--- src/rtl/background_pixel_shifter.sv ---
// ============================================================================
// Module      : background_pixel_shifter
// Description : PPU background shifters; selects one tile column per dot
//               via fine X and registers the masked 4-bit background pixel.
// Revision    : 1.0 - initial release
// ============================================================================
`default_nettype none

module background_pixel_shifter (
  input  logic       clock,
  input  logic       reset_N,
  input  logic       clock_EN,
  input  logic       shift_EN,
  input  logic       reload_EN,
  input  logic [1:0] tileAttribute_IN,
  input  logic [7:0] tileLowByte_IN,
  input  logic [7:0] tileHighByte_IN,
  input  logic [2:0] fineX_IN,
  input  logic       showBackground_EN,
  input  logic       showLeft8_EN,
  input  logic [7:0] pixelX_IN,
  output logic [3:0] pixel_OUT,
  output logic       opaque_OUT
);

  // Bits [15:8] hold the tile on screen now, [7:0] the tile arriving next.
  logic [15:0] pat_low;
  logic [15:0] pat_high;
  logic [15:0] attr_low;
  logic [15:0] attr_high;
  logic [3:0]  pixel_reg;

  logic [15:0] pat_low_next;
  logic [15:0] pat_high_next;
  logic [15:0] attr_low_next;
  logic [15:0] attr_high_next;

  logic [3:0]  sel;
  logic [3:0]  raw_pixel;
  logic        left_clip;
  logic        pixel_visible;
  logic [3:0]  pixel_next;

  function automatic logic [15:0] next_shifter(
    input logic [15:0] cur,
    input logic [7:0]  fill,
    input logic        do_shift,
    input logic        do_reload
  );
    logic [15:0] result;
    case ({do_shift, do_reload})
      2'b10:   result = {cur[14:0], 1'b0};
      2'b01:   result = {cur[15:8], fill};
      2'b11:   result = {cur[14:7], fill};
      default: result = cur;
    endcase
    return result;
  endfunction

  always_comb begin
    pat_low_next   = next_shifter(pat_low,   tileLowByte_IN,             shift_EN, reload_EN);
    pat_high_next  = next_shifter(pat_high,  tileHighByte_IN,            shift_EN, reload_EN);
    attr_low_next  = next_shifter(attr_low,  {8{tileAttribute_IN[0]}},   shift_EN, reload_EN);
    attr_high_next = next_shifter(attr_high, {8{tileAttribute_IN[1]}},   shift_EN, reload_EN);
  end

  // Pixel is taken from the pre-update shifter contents of the same dot.
  always_comb begin
    sel           = 4'd15 - {1'b0, fineX_IN};
    raw_pixel     = {attr_high[sel], attr_low[sel], pat_high[sel], pat_low[sel]};
    left_clip     = !showLeft8_EN && (pixelX_IN < 8'd8);
    pixel_visible = showBackground_EN && !left_clip && (raw_pixel[1:0] != 2'b00);
    pixel_next    = pixel_visible ? raw_pixel : 4'h0;
  end

  always_ff @(posedge clock or negedge reset_N) begin
    if (!reset_N) begin
      pat_low   <= 16'h0000;
      pat_high  <= 16'h0000;
      attr_low  <= 16'h0000;
      attr_high <= 16'h0000;
      pixel_reg <= 4'h0;
    end else if (clock_EN) begin
      pat_low   <= pat_low_next;
      pat_high  <= pat_high_next;
      attr_low  <= attr_low_next;
      attr_high <= attr_high_next;
      pixel_reg <= pixel_next;
    end
  end

  assign pixel_OUT  = pixel_reg;
  assign opaque_OUT = |pixel_reg[1:0];

endmodule

`default_nettype wire

--- config.mk ---
export PLATFORM = sky130hd
export DESIGN_NAME = background_pixel_shifter
export DESIGN_NICKNAME = d
export VERILOG_FILES = /design/src/rtl/background_pixel_shifter.sv
export SDC_FILE = /design/constraint.sdc
export NUM_CORES = 1
export LEC_CHECK = 0
export ABC_AREA = 1
export ABC_CLOCK_PERIOD_IN_PS = 1500
export CAP_MARGIN = 20
export CORE_MARGIN = 1
export CORE_UTILIZATION = 37
export DETAILED_ROUTE_END_ITERATION = 16
export PLACE_DENSITY = 0.54
export SLEW_MARGIN = 20
export SYNTH_ARGS = -nofsm -noshare
export SYNTH_HDL_FRONTEND = slang
export SYNTH_SLANG_ARGS = --single-unit
--- constraint.sdc ---
create_clock -name clock -period 1.5 [get_ports clock]
set_input_delay 0.225 -clock clock [delete_from_list [all_inputs] [get_ports clock]]
set_output_delay 0.225 -clock clock [all_outputs]
set_load 0.01 [all_outputs]
==> run metrics, run 1 <==
CP max stage delay=0.54 ns; Min Hold Slack=0.356 ns; max_cap viols=0; Synth Area per Inst=8.06 sq um; fin area=3950 sq um; crit path max fanout=3; crit end category=output port; Clock transition at path regs=0.08 ns; CP required=1.27 ns; critical path, cell by cell=clkdlybuf4s50_1; initial antenna violation count=0; #FFs+latches synth=68; DRT Pass-1 Iters=4; placed cells=533; Synth Instances=386; relative slew slack=68.4%; Core Area=8180 sq um; Std-Cell Rows=33; Layout area overhead=27.0%; RR Startpoint=pat_low[10]; share of layout cells above drive strength 1=10.3%; min Tclk post-route=1.46 ns; io pins=41; top post-synthesis cells by area=dfrtp_1, nand2_1, o21ai_0; Lkg Pwr=0.00194 uW; Vias/cell=4.53; die area=8770 sq um; Die Span Y=93.7 microns; most frequent cells in the layout=nand2_1, dfrtp_1, o21ai_0; status=complete, no violations; most common cell after layout, fill and taps aside=nand2_1; Filler Cells Inserted=823; Final ANT Viol Nets=0; Yosys top cell by area=dfrtp_1; DP HPWL=4250 microns; Worst Max-Slew Pin Slew=0.473 ns; synthesized area=3110 sq um; Worst Skew=0.0172 ns; drt total wl=5930 microns; Worst setup SP type=flop; Clk Latency, worst-skew pair=0.35 ns; Post-route DRC=0; DR WL/cell=10.7 microns; largest net degree at the start of global routing=33; area of the multi-input gates=1080 sq um; CP max stage cell=clkdlybuf4s50_1; GPL Wtd Cong=0.761; CTS Sinks=68; total CTS buffers=9; post-synthesis sequential area ratio=54.7%; Hold Fails Final Rpt=0; Nets=478; vias in the first global route=2362; CTS tree=built; Max IR drop VDD=0.000610 V; Final Core Density=48.3%; PortBufs=37; Sequential Area=1700 sq um; CP arrival=1.24 ns; final non-filler cell total=552; crit path kind=reg2out; CTS max path bufs=2; fin. max-slew vios=0; Synth top area share=54.7%; pwr dens=1190 nW/um^2; part of the cycle the worst path needs=97.5%; DRT iter0 DRCs=94; Vias=2502; Total GRT Usage=15.3%; fmax=684 MHz; CP top delay family=buffers and inverters; Netlist cell types=18; CTS HTree Levels=3; diode count=0; Chip Width=93.7 microns; Yosys warning count=0; FF-to-FF setup slack=0.43 ns; CTS root buf=clkbuf_8; CP Launch Point=pixel_OUT[1]; initial core utilization=38.0%; GR Overflow Total=0; Area after DPL=3720 sq um; RSZ-0062 raised after global routing=false; Tot Pwr=4680 uW; final setup violation count=0; Post-Synthesis Net Count=422; first-pass GRT wire length=10400 microns; Tightest Hold Check Type=in2async; CP Buf/Inv Count=1
-- registers in the layout, summed over array words and instances, names as in the netlist --
signal / count
attr_high: 16
attr_low: 16
pat_high: 16
pat_low: 16
pixel_OUT: 4
-- through the flow --
step	TNS, ns	setup slack, ns
after floorplan	0	0.549
after global placement	-0.289	-0.0677
after detailed placement	-0.389	-0.0616
after CTS	0	0.00481
after global routing	0	0.0000571
final	0	0.0375
-- synthesized netlist by cell type --
cell	number
inv_1	57
nor2_1	14
o211ai_1	3
inv_2	1
a21oi_1	1
o21ai_0	58
or2_2	1
nor2_4	1
nand2_2	1
nand3_1	24
buf_6	3
buf_4	2
dfrtp_1	68
o21ai_1	12
buf_2	9
clkbuf_1	3
nand2_1	122
o221ai_1	6
-- path summary, 6_finish.rpt --
path,end,cells past startpoint
max,pixel_OUT[1],1
min,pat_low[15],2
max reg2reg,pixel_OUT[3],8
min reg2reg,pixel_OUT[2],2
max in group asynchronous,pat_high[10],3
min in group clock,pat_low[0],3
-- kinds of logic (layout without fill, tap and decap cells) --
family / Yosys count / after routing / share of synthesized area [%]
and+or+nand+nor: 163 / 163 / 21.0
DFF: 68 / 68 / 54.7
buffers and inverters: 75 / 136 / 10.4
AOI/OAI and AO/OA: 80 / 80 / 13.8
-- area by class of cell --
| class | count | area share [%] |
|---|---|---|
| Sequential cell | 68 | 43.1 |
| Tap cell | 105 | 3.33 |
| Clock buffer | 11 | 3.83 |
| Inverter | 58 | 5.51 |
| Timing Repair Buffer | 62 | 15.3 |
| Clock inverter | 5 | 1.49 |
| Multi-Input combinational cell | 243 | 27.5 |
-- per-layer routing --
| metal | vias to the layer above | share of wire, % | track usage, % |
|---|---|---|---|
| met2 | 53 | 43 | 23.5 |
| met5 | - | 0 | 0 |
| met4 | 0 | 1.6 | 8.08 |
| li1 | 1325 | - | - |
| met1 | 1116 | 51 | 20.2 |
| met3 | 8 | 4.4 | 3.16 |
-- power breakdown --
group          leakage (uW)  switching [uW]  internal [uW]
sequential         0.000879             133           2140
clock              0.000102             718            861
combinational      0.000955             455            375
total               0.00194            1310           3370
-- timing repair --
item,4_1_cts,5_1_grt
gates resized for setup,2,2
endpoints found under the setup margin,1,2
gates cloned,0,0
setup buffers,1,1
hold endpoints to repair,16,0
hold buffers,1,0
Power figures use the tool's default switching activity.
==> inputs of run 2 (changes only) <==
- CELL_PAD_IN_SITES_DETAIL_PLACEMENT: default -> 1
- CELL_PAD_IN_SITES_GLOBAL_PLACEMENT: default -> 1
- PLACE_DENSITY: 0.54 -> 0.7
==> run 2 against run 1 <==
Compared with the run above: worst setup slack better by 0.084 ns; routed wire length up 15%; non-clock buffer count fell by 3.
==> run metrics, run 2 (same netlist as run 1, synthesis figures left out) <==
crit path max fanout=3 (unchanged); min Tclk post-route=1.38 ns (was 1.46 ns); initial antenna violation count=0 (unchanged); Clk Latency, worst-skew pair=0.34 ns (was 0.35 ns); Lkg Pwr=0.00197 uW (was 0.00194 uW); final non-filler cell total=549 (was 552); most frequent cells in the layout=nand2_1, dfrtp_1, o21ai_0 (unchanged); fmax=726 MHz (was 684 MHz); CTS HTree Levels=3 (unchanged); GPL Wtd Cong=0.735 (was 0.761); diode count=0 (unchanged); Worst Skew=0.0120 ns (was 0.0172 ns); crit path kind=reg2out (unchanged); CP required=1.27 ns (about the same); Hold Fails Final Rpt=0 (unchanged); RSZ-0062 raised after global routing=false (unchanged); CTS tree=built (unchanged); relative slew slack=75.8% (was 68.4%); final setup violation count=0 (unchanged); reg-to-reg endpoint=pixel_OUT[2] (was pixel_OUT[3]); total CTS buffers=9 (unchanged); largest net degree at the start of global routing=69 (was 33); Die Span Y=93.7 microns (unchanged); die area=8770 sq um (unchanged); CTS max path bufs=2 (unchanged); met3 usage=4.29% (was 3.16%); CTS Sinks=68 (unchanged); Worst setup SP type=flop (unchanged); Core Area=8180 sq um (unchanged); Vias/cell=4.74 (was 4.53); Chip Width=93.7 microns (unchanged); CP arrival=1.15 ns (was 1.24 ns); first-pass GRT wire length=12100 microns (was 10400 microns); FF-to-FF setup slack=0.41 ns (was 0.43 ns); max_cap viols=0 (unchanged); drt total wl=6820 microns (was 5930 microns); DRT iter0 DRCs=73 (was 94); GR Overflow Total=0 (unchanged); Final ANT Viol Nets=0 (unchanged); worst r2r path cells=8 (unchanged); Nets=475 (was 478); initial core utilization=38.0% (unchanged); Vias=2601 (was 2502); share of layout cells above drive strength 1=9.46% (was 10.3%); Tightest Hold Check Type=in2async (unchanged); DP HPWL=4790 microns (was 4250 microns); Total GRT Usage=17.7% (was 15.3%); Final Core Density=48.3% (about the same); most common cell after layout, fill and taps aside=nand2_1 (unchanged); Post-CTS Setup Bufs=0 (was 1); status=complete, no violations (unchanged); Post-route DRC=0 (unchanged); GR Util met2=29.4% (was 23.5%); PortBufs=37 (unchanged); met1 Usage GRT=22.9% (was 20.2%); Clock transition at path regs=0.08 ns (about the same); placed cells=532 (was 533); vias in the first global route=2685 (was 2362); Max IR drop VDD=0.000498 V (was 0.000610 V); RR Startpoint=pat_low[13] (was pat_low[10]); Layout area overhead=27.0% (about the same); Worst Max-Slew Pin Slew=0.364 ns (was 0.473 ns); part of the cycle the worst path needs=91.9% (was 97.5%); io pins=41 (unchanged); fin. max-slew vios=0 (unchanged); Std-Cell Rows=33 (unchanged); CTS root buf=clkbuf_8 (unchanged); global route hottest layer=met2 (unchanged); crit end category=output port (unchanged); DRT Pass-1 Iters=4 (unchanged); pwr dens=1250 nW/um^2 (was 1190 nW/um^2); DR WL/cell=12.4 microns (was 10.7 microns)
run 2: metrics by stage:
stage / hold WS, ns / instance area [sq um] / setup WS, ns / total power (uW) / setup TNS (ns)
5_1_grt: 0.457 / 3950 / 0.0547 / 5270 / 0
6_report: 0.426 / 3950 / 0.122 / 4950 / 0
3_3_place_gp: 0.280 / 3700 / -0.119 / 3130 / -4.22
2_1_floorplan: -0.0706 / 3110 / 0.549 / 2800 / 0
4_1_cts: 0.436 / 3940 / 0.0148 / 5040 / 0
3_5_place_dp: 0.280 / 3700 / -0.178 / 3180 / -5.12
run 2: critical path, stage by stage (launching register included):
cell and delay, ns:
dfrtp_1 0.39, or2_2 0.29, buf_2 0.14
run 2: power breakdown:
part           switching [uW]  total [uW]  internal [uW]
Clock                     722        1830           1110
Sequential                144        2280           2140
Combinational             474         836            362
run 2: layer usage:
layer	vias up	share of wire [%]
met5	-	0
met3	9	3.6
met4	0	1.5
met2	41	47
met1	1231	48
li1	1320	-
run 2: final cells by class:
| class | instances | area (sq um) |
|---|---|---|
| fillers | 995 | 4230 |
| inverters | 58 | 218 |
| multi-input cells | 243 | 1080 |
| clock buffers | 10 | 128 |
| repair buffers | 59 | 572 |
| clock inverters | 6 | 113 |
| flip-flops and latches | 68 | 1700 |
| well taps | 105 | 131 |
run 2: worst max-delay path by stage:
| stage | start | to | slack (ns) |
|---|---|---|---|
| 6_report | pixel_OUT[1] | opaque_OUT | 0.12 |
| 5_1_grt | pixel_OUT[0] | opaque_OUT | 0.05 |
| 4_1_cts | pixel_OUT[1] | pixel_OUT[1] | 0.01 |
| 3_5_place_dp | fineX_IN[0] | pixel_OUT[0] | -0.18 |
| 3_3_place_gp | clock_EN | attr_low[1] | -0.12 |
| 2_1_floorplan | pixel_OUT[1] | opaque_OUT | 0.55 |
run 2: timing repair:
item                       in CTS  in global routing
hold buffers                    1                  0
setup endpoints to repair       2                  3
hold endpoints to repair       68                  0
pin swaps                       0                  0
gates resized for setup         5                  3
==> inputs of run 3 (changes only) <==
- PLACE_DENSITY: 0.7 -> default
- PLACE_DENSITY_LB_ADDON: default -> 0.25
- SLEW_MARGIN: 20 -> default
==> run 3 against run 2 <==
Compared with the run above: clock skew is 0.0019 ns lower; power rose by 0.83%; worst setup slack lost 0.067 ns; via count is 0.23% lower; highest routed layer unchanged; clock power barely moved; fmax shrank 4.6%; utilization grew 0.34 points.
==> run metrics, run 3 (same netlist as run 1, synthesis figures left out) <==
Final Core Density=48.6% (was 48.3%); CP max stage delay=0.53 ns (was 0.39 ns); Final ANT Viol Nets=0 (unchanged); Vias=2595 (was 2601); Die Span Y=93.7 microns (unchanged); status=complete, no violations (unchanged); DR WL/cell=12.7 microns (was 12.4 microns); CP top delay family=buffers and inverters (was flip-flops); PortBufs=37 (unchanged); Chip Width=93.7 microns (unchanged); diode count=0 (unchanged); pwr dens=1260 nW/um^2 (was 1250 nW/um^2); CP max stage cell=clkdlybuf4s50_1 (was dfrtp_1); CP arrival=1.22 ns (was 1.15 ns); worst r2r path cells=8 (unchanged); GPL Wtd Cong=0.759 (was 0.735); Worst Skew=0.0101 ns (was 0.0120 ns); crit end category=output port (unchanged); CTS HTree Levels=3 (unchanged); Clock transition at path regs=0.08 ns (about the same); part of the cycle the worst path needs=96.3% (was 91.9%); DRT iter0 DRCs=94 (was 73); share of layout cells above drive strength 1=9.89% (was 9.46%); met1 Usage GRT=24.1% (was 22.9%); RSZ-0062 raised after global routing=false (unchanged); CTS Sinks=68 (unchanged); CTS max path bufs=2 (unchanged); Worst setup SP type=flop (unchanged); Min Hold Slack=0.406 ns (was 0.426 ns); GR Overflow Total=0 (unchanged); CP Launch Point=pixel_OUT[3] (was pixel_OUT[1]); relative slew slack=62.2% (was 75.8%); Std-Cell Rows=33 (unchanged); pre-CTS setup slack=-0.150 ns (was -0.178 ns); largest net degree at the start of global routing=41 (was 69); Hold Fails Final Rpt=0 (unchanged); Post-route DRC=0 (unchanged); initial core utilization=38.0% (unchanged); Total GRT Usage=18.1% (was 17.7%); fmax=692 MHz (was 726 MHz); total CTS buffers=9 (unchanged); CP Buf/Inv Count=1 (unchanged); Nets=476 (was 475); CP required=1.27 ns (about the same); Worst Max-Slew Pin Slew=0.568 ns (was 0.364 ns); max_cap viols=0 (unchanged); critical path, cell by cell=clkdlybuf4s50_1 (was or2_2 > buf_2); Tot Pwr=4990 uW (was 4950 uW); Clk Latency, worst-skew pair=0.34 ns (about the same); most frequent cells in the layout=nand2_1, dfrtp_1, o21ai_0 (unchanged); initial antenna violation count=0 (unchanged); global route hottest layer=met2 (unchanged); die area=8770 sq um (unchanged); Vias/cell=4.72 (was 4.74); most common cell after layout, fill and taps aside=nand2_1 (unchanged); Max IR drop VDD=0.000468 V (was 0.000498 V); min Tclk post-route=1.44 ns (was 1.38 ns); Core Area=8180 sq um (unchanged); crit path kind=reg2out (unchanged); drt total wl=6970 microns (was 6820 microns); DRT Pass-1 Iters=4 (unchanged); first-pass GRT wire length=12300 microns (was 12100 microns); vias in the first global route=2692 (was 2685); met3 usage=3.40% (was 4.29%); Levels on crit path=1 (was 2); fin. max-slew vios=0 (unchanged); Lkg Pwr=0.00196 uW (was 0.00197 uW); DP HPWL=4900 microns (was 4790 microns); Tightest Hold Check Type=in2async (unchanged); RR Startpoint=pat_high[9] (was pat_low[13]); GR Util met2=28.8% (was 29.4%); Layout area overhead=27.8% (was 27.0%); CTS tree=built (unchanged); final setup violation count=0 (unchanged); Final WS setup=0.0551 ns (was 0.122 ns); crit path max fanout=2 (was 3); io pins=41 (unchanged); CTS root buf=clkbuf_8 (unchanged)
## run 3: power breakdown
part           switching, uW  total (uW)  internal, uW  leakage (uW)
registers                140        2280          2140      0.000879
logic                    482         851           369      0.000959
clock network            710        1860          1150      0.000122
## run 3: repair_timing
item,CTS,global route
endpoints found under the hold margin,18,0
endpoints found under the setup margin,1,3
resized for setup,2,3
hold buffers,1,0
buffers inserted,1,0
cloned,0,0
## run 3: area by class of cell
cell class,count,area [sq um]
Fill cell,1010,4200
Timing Repair Buffer,60,591
Multi-Input combinational cell,243,1080
Clock buffer,10,138
Sequential cell,68,1700
Tap cell,105,131
Inverter,58,218
Clock inverter,6,111
## run 3: worst paths after layout
check | slack (ns) | end
setup / recovery | 0.06 | pixel_OUT[3]
hold reg to reg | 0.48 | pixel_OUT[2]
setup reg to reg | 0.39 | pixel_OUT[3]
hold / removal | 0.41 | pat_low[15]
max in group asynchronous | 0.56 | pat_low[1]
min in group clock | 0.47 | pat_high[0]
## run 3: metrics by stage
| step | cells | cell area (sq um) | TNS [ns] |
|---|---|---|---|
| after floorplan | 386 | 3110 | 0 |
| after global placement | 532 | 3710 | -0.679 |
| after detailed placement | 532 | 3710 | -1.08 |
| after CTS | 550 | 3980 | 0 |
| after global routing | 550 | 3980 | 0 |
| final | 550 | 3980 | 0 |
## run 3: per-layer routing
layer,part of all wire (%),routed length (microns)
met5,0,0
met4,1.9,131
met2,47,3280
met1,47,3270
met3,4.2,290
